--- config.mk ---
export PLATFORM = sky130hd
export DESIGN_NAME = flex_fifo_ctrl
export DESIGN_NICKNAME = d
export VERILOG_FILES = /design/src/rtl/flex_fifo_ctrl.sv
export SDC_FILE = /design/constraint.sdc
export NUM_CORES = 1
export LEC_CHECK = 0
export CAP_MARGIN = 10
export CORE_AREA = 2 2 62 88
export CTS_BUF_LIST = sky130_fd_sc_hd__clkbuf_8
export DETAILED_ROUTE_END_ITERATION = 6
export DIE_AREA = 0 0 64 90
export HOLD_SLACK_MARGIN = 0.03
export PLACE_DENSITY = 0.74
export SYNTH_ARGS = -nofsm -noshare
export SYNTH_HDL_FRONTEND = slang
export SYNTH_SLANG_ARGS = --single-unit
export TNS_END_PERCENT = 1
--- constraint.sdc ---
create_clock -name CLK -period 2.5 [get_ports CLK]
set_input_delay 0.5 -clock CLK [delete_from_list [all_inputs] [get_ports CLK]]
set_output_delay 0.5 -clock CLK [all_outputs]
set_load 0.005 [all_outputs]
--- src/rtl/flex_fifo_ctrl.sv ---
// flex_fifo_ctrl: single-clock FIFO controller for the JTAG flex FIFO.
// Owns the write/read pointers and the occupancy count, drives an external
// sync-write / comb-read memory, and presents a first-word-fall-through
// push/pop port. The head word is the memory's combinational read data.
//
// Optional feature: define FLEX_FIFO_ERR_FLAGS_EN to add sticky overflow and
// underflow outputs. Without it, ignored requests are silently dropped.
module flex_fifo_ctrl #(
    parameter int unsigned DATA_WIDTH = 8,
    parameter int unsigned ADDR_WIDTH = 32,
    parameter int unsigned DEPTH      = 16,
    parameter int unsigned AF_LEVEL   = 12
) (
    input  logic                         CLK,
    input  logic                         nRST,
    input  logic                         clear,
    input  logic                         push,
    input  logic [DATA_WIDTH-1:0]        wdata_in,
    input  logic                         pop,
    output logic [DATA_WIDTH-1:0]        rdata_out,
    output logic                         full,
    output logic                         empty,
    output logic                         almost_full,
    output logic [$clog2(DEPTH+1)-1:0]   count,
`ifdef FLEX_FIFO_ERR_FLAGS_EN
    output logic                         overflow,
    output logic                         underflow,
`endif
    output logic                         mem_wclk,
    output logic                         mem_wclk_en,
    output logic [DATA_WIDTH-1:0]        mem_wdata,
    output logic [ADDR_WIDTH-1:0]        mem_waddr,
    output logic [ADDR_WIDTH-1:0]        mem_raddr,
    input  logic [DATA_WIDTH-1:0]        mem_rdata
);

    localparam int unsigned PTR_W = (DEPTH > 1) ? $clog2(DEPTH) : 1;
    localparam int unsigned CNT_W = $clog2(DEPTH + 1);

    localparam logic [PTR_W-1:0] PTR_LAST = PTR_W'(DEPTH - 1);
    localparam logic [CNT_W-1:0] CNT_FULL = CNT_W'(DEPTH);
    localparam logic [CNT_W-1:0] CNT_AF   = CNT_W'(AF_LEVEL);

    logic [PTR_W-1:0] wptr_q, wptr_d;
    logic [PTR_W-1:0] rptr_q, rptr_d;
    logic [CNT_W-1:0] count_q, count_d;

    logic is_full;
    logic is_empty;
    logic wr_ok;
    logic rd_ok;

    // Status flags decode straight from the registered count.
    always_comb begin
        is_full  = (count_q == CNT_FULL);
        is_empty = (count_q == '0);
        // A push into a full FIFO is accepted only when a pop frees the head
        // slot in the same cycle; the write then lands on the slot being read.
        wr_ok    = push & (~is_full | pop);
        rd_ok    = pop & ~is_empty;
    end

    // Next-state for pointers and occupancy; clear overrides push and pop.
    always_comb begin
        wptr_d  = wptr_q;
        rptr_d  = rptr_q;
        count_d = count_q;
        if (clear) begin
            wptr_d  = '0;
            rptr_d  = '0;
            count_d = '0;
        end else begin
            // Pointers wrap at DEPTH-1 explicitly, so DEPTH need not be a power of two.
            if (wr_ok) begin
                wptr_d = (wptr_q == PTR_LAST) ? '0 : wptr_q + PTR_W'(1);
            end
            if (rd_ok) begin
                rptr_d = (rptr_q == PTR_LAST) ? '0 : rptr_q + PTR_W'(1);
            end
            unique case ({wr_ok, rd_ok})
                2'b10:   count_d = count_q + CNT_W'(1);
                2'b01:   count_d = count_q - CNT_W'(1);
                default: count_d = count_q;
            endcase
        end
    end

    // Pointer and occupancy state.
    always_ff @(posedge CLK or negedge nRST) begin
        if (!nRST) begin
            wptr_q  <= '0;
            rptr_q  <= '0;
            count_q <= '0;
        end else begin
            wptr_q  <= wptr_d;
            rptr_q  <= rptr_d;
            count_q <= count_d;
        end
    end

`ifdef FLEX_FIFO_ERR_FLAGS_EN
    logic overflow_q;
    logic underflow_q;

    // Sticky error flags: set on dropped requests, cleared only by clear or reset.
    always_ff @(posedge CLK or negedge nRST) begin
        if (!nRST) begin
            overflow_q  <= 1'b0;
            underflow_q <= 1'b0;
        end else if (clear) begin
            overflow_q  <= 1'b0;
            underflow_q <= 1'b0;
        end else begin
            if (push & is_full & ~pop) begin
                overflow_q <= 1'b1;
            end
            if (pop & is_empty) begin
                underflow_q <= 1'b1;
            end
        end
    end

    assign overflow  = overflow_q;
    assign underflow = underflow_q;
`endif

    assign full        = is_full;
    assign empty       = is_empty;
    assign almost_full = (count_q >= CNT_AF);
    assign count       = count_q;

    // The memory shares our clock and samples its write port on the same edge
    // that advances wptr. The write enable is also held off while nRST is low
    // so a push held across reset cannot corrupt memory.
    assign mem_wclk    = CLK;
    assign mem_wclk_en = wr_ok & ~clear & nRST;
    assign mem_wdata   = wdata_in;
    assign mem_waddr   = ADDR_WIDTH'(wptr_q);
    assign mem_raddr   = ADDR_WIDTH'(rptr_q);

    // First-word-fall-through: head word comes combinationally from memory.
    assign rdata_out   = mem_rdata;

endmodule

### Word level (Yosys, flattened, before mapping)

Cells that the tools add are included.

| word-level totals | value |
|---|---|
| register bits after elaboration | 13 |
| output and inout port bits | 90 |
| word-level logic and storage cells | 33 |

| cells by class | value |
|---|---|
| magnitude comparators | 1 |
| eq/ne operators | 5 |
| bitwise operators | 8 |
| multiplexer cells | 8 |
| add/sub/neg operators | 4 |
| reduce and logical (&&, ||, !) cells | 4 |

Operator list:

| kind | count |
|---|---|
| two-way mux 4 bit | 6 |
| one-hot mux 5 bit (2 select lines) | 1 |
| adder 4 x 1 -> 4 bit, second input constant | 2 |
| equality test 4 bit, second input constant | 2 |
| adder 5 x 1 -> 5 bit, second input constant | 1 |
| equality test 5 bit, second input constant | 1 |
| >= comparator 5 x 4 -> 1 bit, second input constant | 1 |
| logical NOT 5 bit | 1 |
| two-way mux 5 bit | 1 |
| subtractor 5 x 1 -> 5 bit, second input constant | 1 |
| AND 1 bit | 4 |
| nonzero test 2 bit | 2 |
| inverter 1 bit | 3 |
| nonzero test 3 bit | 1 |
| equality test 2 x 1 -> 1 bit, second input constant | 1 |
| equality test 2 bit, second input constant | 1 |
| OR 1 bit | 1 |

### Depth between registers and ports, before layout

| depth | value |
|---|---|
| depth after elaboration | 7 |
| mapped depth | 9 |

==> flow_summary_export.csv <==
group,metric,value,unit
synthesis,synth.area.mux_share,3.49,%
setup_path,cp.arrival,1.95,ns
floorplanning,die_h,90,um
floorplanning,ioPinCount,111,
global_routing,overflow,0,
route,drtAntennaViolNets,0,
placement,gp_congestion,0.812,
pwr,power_leakage,0.839,nW
placement,io_buffers,22,
synthesis,synth_cells,185,
timing,worst_pin_slew,0.521,ns
pwr,peakVddDrop,0.633,mV
synthesis,synthAdderAreaFrac,5.35,%
clock_tree,cts_tree,"done",
clock_tree,clk_pin_slew_worst_paths,0.06,ns
synthesis,synth-edff-count,0,
synthesis,syn-cell-area,0.00154,mm2
floorplanning,dieArea,0.00576,mm2
route,first_pass_iters,4,
cells_and_area,finish.utilization,35.0,%
synthesis,ys_warn_count,0,
timing,rsz0062_at_grt,"yes",
synthesis,yosys.area_share.xor_xnor,1.70,%
setup_path,required,2.00,ns
timing,relSlewSlack,65.2,%
synthesis,yosys.area.top_type,"buf_4",
clock_tree,hold_buffers,0,
timing,maxSlewViolCount,0,
synthesis,synthTopCellsByArea,"buf_4, dfrtp_1, ha_1",
setup_path,crit_path_start_kind,"register",
route,vias,1156,
setup_path,cp-end-kind,"output port",
timing,clock_skew,0.00482,ns
pwr,power_density,955,mW/mm2
hold_path,hp-class,"in -> async",
route,routed_via_density,4.22,
synthesis,yosysSeqAreaShare,21.1,%
setup_path,path_class,"reg -> out",
synthesis,yosysUniqueCellTypes,44,
cells_and_area,nets,236,
floorplanning,initial_utilization,30.8,%
cells_and_area,drive_gt1_share,19.2,%
clock_tree,clock_latency,0.35,ns
global_routing,grt_pass1_vias,1071,
placement,hpwl,2350,um
synthesis,synth_top_family_by_area,"buffers and inverters",
timing,setup_viol,0,
setup_path,ff2ff_setup_slack,0.05,ns
floorplanning,rows,31,
timing,fmax,408,MHz
status,status,"completed",
timing,hold_viol_final,0,
cells_and_area,regArea,325,um2
floorplanning,coreArea,0.00500,mm2
job,maxCapViolCount,0,
global_routing,antenna_found_initial,0,
timing,finalCriticalPeriod,2.45,ns
cells_and_area,fill_cells,525,
setup_path,critical_path.max_fanout,4,
synthesis,synth_top_area_share,35.5,%
route,wl_per_cell,11.1,um
synthesis,synth_ff_type,"dfrtp_1",
synthesis,ys_ff_latch,13,
cells_and_area,synthToLayoutAreaGrowth,13.5,%
timing,finalSetupTns,0,ns
synthesis,avgSynthCellArea,8.34,um2
floorplanning,die_x,64,um
global_routing,grt_pass1_wl,4730,um
synthesis,async_reset_ff_share,100,%
global_routing,grt_max_degree,16,
timing,finalCritPeriodShare,98.0,%
route,routed_wl,3040,um
route,drc,0,
route,drtIter0Drc,16,
pwr,power,1.67,mW
cells_and_area,diodes,0,
cells_and_area,multi_input_area,883,um2
synthesis,synth_compound_area_share,15.7,%
global_routing,grt_use_total,10.5,%
synthesis,synthSimpleGateAreaFrac,13.8,%
-- worst paths after layout --
check / start / to / depth (start not counted)
setup / recovery: count[0] / full / 3
min in group CLK: wptr_q[3] / wptr_q[3] / 2
setup reg to reg: count[0] / count[3] / 9
max in group asynchronous: nRST / rptr_q[1] / 2
hold reg to reg: wptr_q[3] / wptr_q[3] / 2
hold / removal: nRST / count[1] / 2
-- area by class of cell --
class,instances,area share [%]
sequential,13,18.6
tap,66,4.72
multi-input combinational,143,50.5
timing repair buffer,38,19.4
clock buffer,7,5.29
inverter,6,1.29
clock inverter,1,0.214
-- cells in the final DEF (no fill, tap or decap), drive strengths merged, types with 2 or more instances in the layout --
cell	count
nand2b	2
buf	17
or3	2
o21bai	2
nand2	9
dfrtp	13
conb	56
nor2b	4
clkbuf	6
mux2i	3
ha	5
and2	2
o211ai	3
nor3	2
xor2	2
o21ai	9
inv	7
a211oi	2
a311o	2
nor2	12
a21oi	9
clkdlybuf4s50	21
-- per-layer routing --
metal  GRT usage, %  wire length (um)
met3           2.25               266
met4           8.70               124
met2           18.4              1490
met5              0                 0
met1           10.3              1160
-- kinds of logic after synthesis --
kind of cell,after synthesis
XOR/XNOR,3
AO/OA/AOI/OAI,33
flip-flops,13
other,1
AND/OR/NAND/NOR,41
adder cells (fa/ha/maj),6
multiplexers,4
buffers and inverters,84
-- cell usage after synthesis, types with 2 or more instances --
cell type / number
a211oi_1: 2
a21oi_1: 9
a311o_1: 2
and2_1: 2
buf_4: 73
clkbuf_1: 4
dfrtp_1: 13
ha_1: 5
inv_1: 6
mux2i_1: 2
nand2_1: 9
nand2b_1: 2
nor2_1: 12
nor2b_1: 4
o211ai_1: 3
o21ai_0: 5
o21ai_4: 2
o21bai_1: 2
or3_1: 2
xor2_1: 2
-- stage by stage --
step           setup WS (ns)  area, um2  instances  hold slack (ns)
6_report              0.0502       1750        274            0.467
5_1_grt              -0.0335       1750        274            0.523
4_1_cts              -0.0325       1700        274            0.474
3_5_place_dp         -0.0329       1600        266            0.572
3_3_place_gp         0.00658       1600        266            0.564
2_1_floorplan         0.0170       1750        240            0.204
-- critical path: stages, from the launching register on --
cell and delay [ns]:
dfrtp_1 0.40, or4_4 0.58, nor2_2 0.11, clkdlybuf4s50_1 0.50
-- sequential cells by signal, summed over array words and instances (netlist names) --
name    flops
wptr_q      4
rptr_q      4
count       5
-- repair_timing --
item	CTS	global route
gates resized for setup	2	9
setup endpoints to repair	3	5
pin swaps	1	2
setup buffers	2	0
-- report_power, final --
group          total, mW  internal [mW]  switching [mW]
combinational       1.00          0.521           0.483
clock              0.344          0.237           0.107
sequential         0.324          0.258          0.0660
No activity file was read; power rests on OpenSTA's default activity.
